<file path="src/rtl/nroot_if.sv">
// Start/ready bus for the integer n-th root unit; err and its modport entries exist only with NROOT_ERR_EN.
// Handshake: start is sampled only on an edge where ready=1. ready=1 means idle with out (and err) valid.
// ready=0 means busy: start, iny and inn are ignored and out holds the previous result.
interface nroot_if;
  logic        start;
  logic [15:0] iny;
  logic [7:0]  inn;
  logic        ready;
  logic [15:0] out;
  logic [1:0]  dbg_state;
`ifdef NROOT_ERR_EN
  logic        err;

  modport master (output start, iny, inn, input ready, out, err, dbg_state);
  modport slave  (input start, iny, inn, output ready, out, err, dbg_state);
`else
  modport master (output start, iny, inn, input ready, out, dbg_state);
  modport slave  (input start, iny, inn, output ready, out, dbg_state);
`endif
endinterface

</file>
<file path="src/rtl/nroot.sv">
// Integer n-th root: out = largest r with r^n <= y, built bit by bit, MSB first, with repeated 16x16 multiplies.
// Optional err output (err=1 when n=0) is enabled by defining NROOT_ERR_EN.
module nroot (
  input  logic   clk,
  input  logic   nrst,
  nroot_if.slave bus
);

  typedef enum logic [1:0] {
    S_READY = 2'd0,
    S_TRY   = 2'd1,
    S_POW   = 2'd2
  } state_t;

  state_t      state_q;
  logic [15:0] y_q;
  logic [7:0]  n_q;
  logic [15:0] r_q;
  logic [15:0] p_q;
  logic [7:0]  m_q;
  logic [3:0]  k_q;
  logic        fast_q;
  logic        ready_q;
  logic [15:0] out_q;
`ifdef NROOT_ERR_EN
  logic        err_q;
`endif

  logic [15:0] cand;
  logic [31:0] prod;
  logic        bit_done;
  logic        bit_acc;
  logic [15:0] r_step;

  assign cand = r_q | (16'd1 << k_q);
  // Full-width product: anything above y, including overflow past 16 bits, rejects the candidate.
  assign prod = {16'd0, p_q} * {16'd0, cand};

  always_comb begin
    bit_done = 1'b0;
    bit_acc  = 1'b0;
    case (state_q)
      S_TRY: begin
        if (!fast_q && (cand > y_q)) bit_done = 1'b1;
      end
      S_POW: begin
        if (prod > {16'd0, y_q}) begin
          bit_done = 1'b1;
        end else if (m_q == 8'd1) begin
          bit_done = 1'b1;
          bit_acc  = 1'b1;
        end
      end
      default: ;
    endcase
  end

  assign r_step = bit_acc ? cand : r_q;

  always_ff @(posedge clk or negedge nrst) begin
    if (!nrst) begin
      state_q <= S_READY;
      y_q     <= '0;
      n_q     <= '0;
      r_q     <= '0;
      p_q     <= '0;
      m_q     <= '0;
      k_q     <= '0;
      fast_q  <= 1'b0;
      ready_q <= 1'b1;
      out_q   <= '0;
`ifdef NROOT_ERR_EN
      err_q   <= 1'b0;
`endif
    end else begin
      case (state_q)
        S_READY: begin
          if (bus.start) begin
            y_q     <= bus.iny;
            n_q     <= bus.inn;
            k_q     <= 4'd15;
            ready_q <= 1'b0;
            state_q <= S_TRY;
            // Trivial degrees and y=0 are resolved here and presented from TRY one edge later.
            if ((bus.inn == 8'd0) || (bus.iny == 16'd0)) begin
              r_q    <= '0;
              fast_q <= 1'b1;
            end else if (bus.inn == 8'd1) begin
              r_q    <= bus.iny;
              fast_q <= 1'b1;
            end else begin
              r_q    <= '0;
              fast_q <= 1'b0;
            end
          end
        end
        S_TRY: begin
          if (fast_q) begin
            out_q   <= r_q;
            ready_q <= 1'b1;
            state_q <= S_READY;
`ifdef NROOT_ERR_EN
            err_q   <= (n_q == 8'd0);
`endif
          end else if (!bit_done) begin
            p_q     <= cand;
            m_q     <= n_q - 8'd1;
            state_q <= S_POW;
          end
        end
        S_POW: begin
          if (!bit_done) begin
            p_q <= prod[15:0];
            m_q <= m_q - 8'd1;
          end
        end
        default: state_q <= S_READY;
      endcase

      if (bit_done) begin
        r_q <= r_step;
        if (k_q == 4'd0) begin
          out_q   <= r_step;
          ready_q <= 1'b1;
          state_q <= S_READY;
`ifdef NROOT_ERR_EN
          err_q   <= 1'b0;
`endif
        end else begin
          k_q     <= k_q - 4'd1;
          state_q <= S_TRY;
        end
      end
    end
  end

  assign bus.ready     = ready_q;
  assign bus.out       = out_q;
  assign bus.dbg_state = state_q;
`ifdef NROOT_ERR_EN
  assign bus.err       = err_q;
`endif

endmodule
</file>
<file path="src/flat_wrapper.sv">
// flat-port wrapper written by rule: the top's interface ports become plain ports
module nroot_flat 
  (clk, nrst, bus_start, bus_iny, bus_inn, bus_ready, bus_out, bus_dbg_state);
  nroot_if bus_i ();
  input  logic clk;
  input  logic nrst;
  input wire logic [$bits(bus_i.start)-1:0] bus_start;
  input wire logic [$bits(bus_i.iny)-1:0] bus_iny;
  input wire logic [$bits(bus_i.inn)-1:0] bus_inn;
  output wire logic [$bits(bus_i.ready)-1:0] bus_ready;
  output wire logic [$bits(bus_i.out)-1:0] bus_out;
  output wire logic [$bits(bus_i.dbg_state)-1:0] bus_dbg_state;
  assign bus_i.start = bus_start;
  assign bus_i.iny = bus_iny;
  assign bus_i.inn = bus_inn;
  assign bus_ready = bus_i.ready;
  assign bus_out = bus_i.out;
  assign bus_dbg_state = bus_i.dbg_state;
  nroot u_core (.clk(clk), .nrst(nrst), .bus(bus_i));
endmodule
</file>
<file path="config.mk">
export PLATFORM = sky130hd
export DESIGN_NAME = nroot_flat
export DESIGN_NICKNAME = d
export VERILOG_FILES = /design/src/rtl/nroot_if.sv /design/src/rtl/nroot.sv /design/src/flat_wrapper.sv
export SDC_FILE = /design/constraint.sdc
export NUM_CORES = 1
export LEC_CHECK = 0
export BUFFER_PORTS_ARGS = -buffer_cell sky130_fd_sc_hd__buf_2
export CORE_MARGIN = 2
export CORE_UTILIZATION = 40
export CTS_CLUSTER_DIAMETER = 40
export DETAILED_ROUTE_END_ITERATION = 8
export GPL_ROUTABILITY_DRIVEN = 0
export PLACE_DENSITY = 0.54
export SLEW_MARGIN = 40
export SYNTH_ARGS = -nofsm -noshare
export SYNTH_HDL_FRONTEND = slang
export SYNTH_SLANG_ARGS = --single-unit
</file>
<file path="constraint.sdc">
create_clock -name clk -period 9.4 [get_ports clk]
set_input_delay 1.88 -clock clk [delete_from_list [all_inputs] [get_ports clk]]
set_output_delay 1.88 -clock clk [all_outputs]
set_load 0.05 [all_outputs]
</file>
==> results.tsv <==
stage	metric	value	unit
floorplanning	die_x	191	microns
finish	area_growth	10.7	%
clock_network	htree_num_levels	3	
timing	finalCritPeriodShare	96.7	%
global_routing	track_usage	24.6	%
clock_network	cts_buffer_depth	2	
logic_synthesis	ys_ff_latch	88	
global_routing	grt_pass1_vias	12300	
worst_setup_path	crit_path_end_kind	register	
detailed_routing	totalWireLength	42700	microns
global_routing	grt_pass1_wl	68800	microns
floorplanning	rows	68	
logic_synthesis	synthTopCellsByArea	fa_1 (28%), dfrtp_1 (15%), ha_1 (13%)	
logic_synthesis	synthCells	1634	
clock_network	clkSinkCount	88	
detailed_routing	wl_per_cell	19.9	microns
timing	final_hold_viol_count	0	
clock_network	clockRootBuffer	clkbuf_16	
global_routing	antenna_found_initial	0	
worst_setup_path	crit_slowest_cell	dfrtp_1	
timing	fin_skew	0.0107	ns
timing	period_minus_slack	9.09	ns
worst_setup_path	path_max_fanout	16	
clock_network	cts_tree	yes	
floorplanning	die_h	191	microns
pwr	finalPower	2.28	mW
logic_synthesis	yosysSeqAreaShare	15.7	%
flow_run	maxCapViolCount	0	
placement	post-dp-hpwl	34300	microns
logic_synthesis	synth_top_flop_cell	dfrtp_1	
clock_network	postCtsHoldBufs	0	
finish	nets	2052	
detailed_routing	route.detailed.vias_per_inst	5.42	
logic_synthesis	syn-num-nets	2002	
pwr	power.density	147	nW/um^2
clock_network	clk_latency	0.35	ns
timing	final_max_slew_viol_count	0	
timing	max_slew.worst_pin.slew	0.884	ns
floorplanning	die_area	36700	sq um
logic_synthesis	ys_types	65	
detailed_routing	ant_nets	0	
timing	setup_viol	0	
global_routing	grt_overflow_total	0	
worst_setup_path	cp-start-kind	register	
pwr	p_leak	7.78	nW
detailed_routing	dr_total_vias	11600	
logic_synthesis	synth_top_area_cell	fa_1	
clock_network	clk_pin_slew	0.07	ns
global_routing	grt_max_degree	73	
hold_path	min_path_cells	2	
logic_synthesis	synth-edff-count	0	
logic_synthesis	ys.warnings.count	0	
hold_path	holdCritPathClass	reg2reg	
logic_synthesis	netlist_area	14100	sq um
detailed_routing	dr.pass1.iters	5	
run_status	outcome	finished, final reports clean	
logic_synthesis	synthDominantCellAreaShare	27.6	%
worst_setup_path	slowest_delay	0.54	ns
worst_setup_path	path_class	reg2reg	
timing	fin_setup_tns	0	ns
logic_synthesis	async_reset_ff_share	100	%
worst_setup_path	reg2regPathDepth	34	
pwr	vdd_ir_drop_max	138	uV
finish	drive_above_1_share	11.4	%
floorplanning	ios	46	
worst_setup_path	critPathArrivalTime	9.32	ns
floorplanning	coreArea	34500	sq um
placement	port_buffers	45	
detailed_routing	drc_errors	0	
floorplanning	start_util	40.7	%
worst_setup_path	cp_common_cell	fa_1	
clock_network	cts_made_buffers	9	
worst_setup_path	crit_required	9.62	ns
timing	slew_headroom	41.1	%
logic_synthesis	syn_area_per_cell	8.60	sq um
detailed_routing	drtIter0Drc	786	
timing	max_freq	0.110	GHz
## final timing paths
check / slack [ns] / start / endpoint
worst max-delay path: 0.31 / u_core.k_q[3] / u_core.p_q[3]
worst min-delay path: 0.50 / u_core.n_q[7] / u_core.n_q[7]
worst max register to register: 0.31 / u_core.k_q[3] / u_core.p_q[3]
worst min register to register: 0.50 / u_core.n_q[7] / u_core.n_q[7]
max in group asynchronous: 7.02 / nrst / u_core.k_q[0]
min in group asynchronous: 1.39 / nrst / u_core.n_q[4]
## worst max-delay path: cells and delay by family (launching register included)
kind	cells	cell delay [ns]
XOR/XNOR	1	0.20
buffers and inverters	8	1.03
adder cells (fa/ha/maj)	8	3.63
AO/OA/AOI/OAI	8	1.87
multiplexers	1	0.32
flip-flops	1	0.54
AND/OR/NAND/NOR	8	1.37
## metrics by stage
step           instance area, sq um  instances  util (%)  setup WS [ns]  hold WS (ns)
2_1_floorplan                 14100       1634         -          0.485         0.467
6_report                      15600       2145      45.1          0.307         0.505
3_3_place_gp                  15000       2126      43.6          0.291         0.489
3_5_place_dp                  15100       2126      43.6         0.0365         0.492
5_1_grt                       15600       2144      45.0        -0.0845         0.529
4_1_cts                       15400       2143      44.6       0.000456         0.508
## placed cells by master, fill, tap and decap left out, drive strengths merged, types with 18 or more instances in the layout
master and count:
ha 147, o21ai 74, mux2 18, a21oi 58, nand2 249, nor2b 36, dfrtp 87, fa 194
and2 83, buf 111, nor3 27, nand4 21, inv 295, nor2 68, a221oi 18
## cell type report
cell class | instances | area (sq um)
Fill cell | 3501 | 19000
Sequential cell | 88 | 2200
Inverter | 297 | 1120
Tap cell | 455 | 569
Timing Repair Buffer | 111 | 734
Clock inverter | 5 | 106
Antenna cell | 1 | 2.50
Multi-Input combinational cell | 1177 | 10600
Clock buffer | 11 | 233
## synthesized netlist by cell type, types with 4 or more instances
| cell | number |
|---|---|
| buf_2 | 5 |
| xor2_1 | 14 |
| o21ai_0 | 70 |
| nor4_1 | 10 |
| nor2b_1 | 36 |
| o31ai_1 | 5 |
| mux2_2 | 8 |
| nand3_1 | 12 |
| a221oi_1 | 18 |
| mux2_4 | 6 |
| nor3_1 | 26 |
| ha_1 | 147 |
| mux2i_1 | 6 |
| buf_1 | 9 |
| and3_1 | 5 |
| a221o_1 | 14 |
| o21a_1 | 6 |
| clkinv_1 | 4 |
| nand2_1 | 249 |
| nand4_1 | 21 |
| a21oi_1 | 54 |
| fa_1 | 194 |
| mux2_1 | 4 |
| a211o_1 | 4 |
| xnor2_1 | 12 |
| a211oi_1 | 7 |
| o21ai_1 | 4 |
| a21o_1 | 16 |
| nor2_1 | 68 |
| dfrtp_1 | 87 |
| a21oi_2 | 4 |
| or2_2 | 5 |
| inv_1 | 293 |
| nand2b_1 | 5 |
| clkbuf_1 | 55 |
| a31oi_1 | 13 |
| o211ai_1 | 10 |
| and2_1 | 83 |
## power breakdown
part	internal, mW	total, mW	switching [mW]
combinational	0.421	1.24	0.819
clock	0.261	0.418	0.157
sequential	0.503	0.626	0.123
## state kept, by name (all words and copies together) (netlist names)
signal                cells
u_core.k_q                4
u_core.y_q               16
u_core.bus.dbg_state      2
u_core.r_q               16
u_core.bus.ready          1
u_core.m_q                8
u_core.n_q                8
u_core.fast_q             1
u_core.p_q               16
u_core.bus.out           16
## layer usage
layer / up-vias / GRT usage [%] / share of wire (%)
met4: 0 / 6.57 / 2.7
met1: 5913 / 34.1 / 45
met2: 288 / 40.7 / 47
met3: 66 / 2.74 / 4.9
met5: - / 0 / 0
li1: 5354 / - / -
## cells by family after synthesis
logic type	Yosys count	share of synthesized area, %
AOI/OAI and AO/OA	254	12.0
xor gates and xnor gates	26	1.62
adders and majority gates	341	40.7
buffers and inverters	369	10.1
DFF	88	15.7
muxes	24	2.03
and+or+nand+nor	532	17.9
## repair_timing
| item | in CTS | in global routing |
|---|---|---|
| hold endpoints to repair | 0 | 0 |
| pin swaps | 1 | 4 |
| cloned | 0 | 0 |
| resized for setup | 0 | 46 |
| setup endpoints to repair | 5 | 62 |
| setup buffers | 1 | 1 |
(Power assumes the default switching activity.)
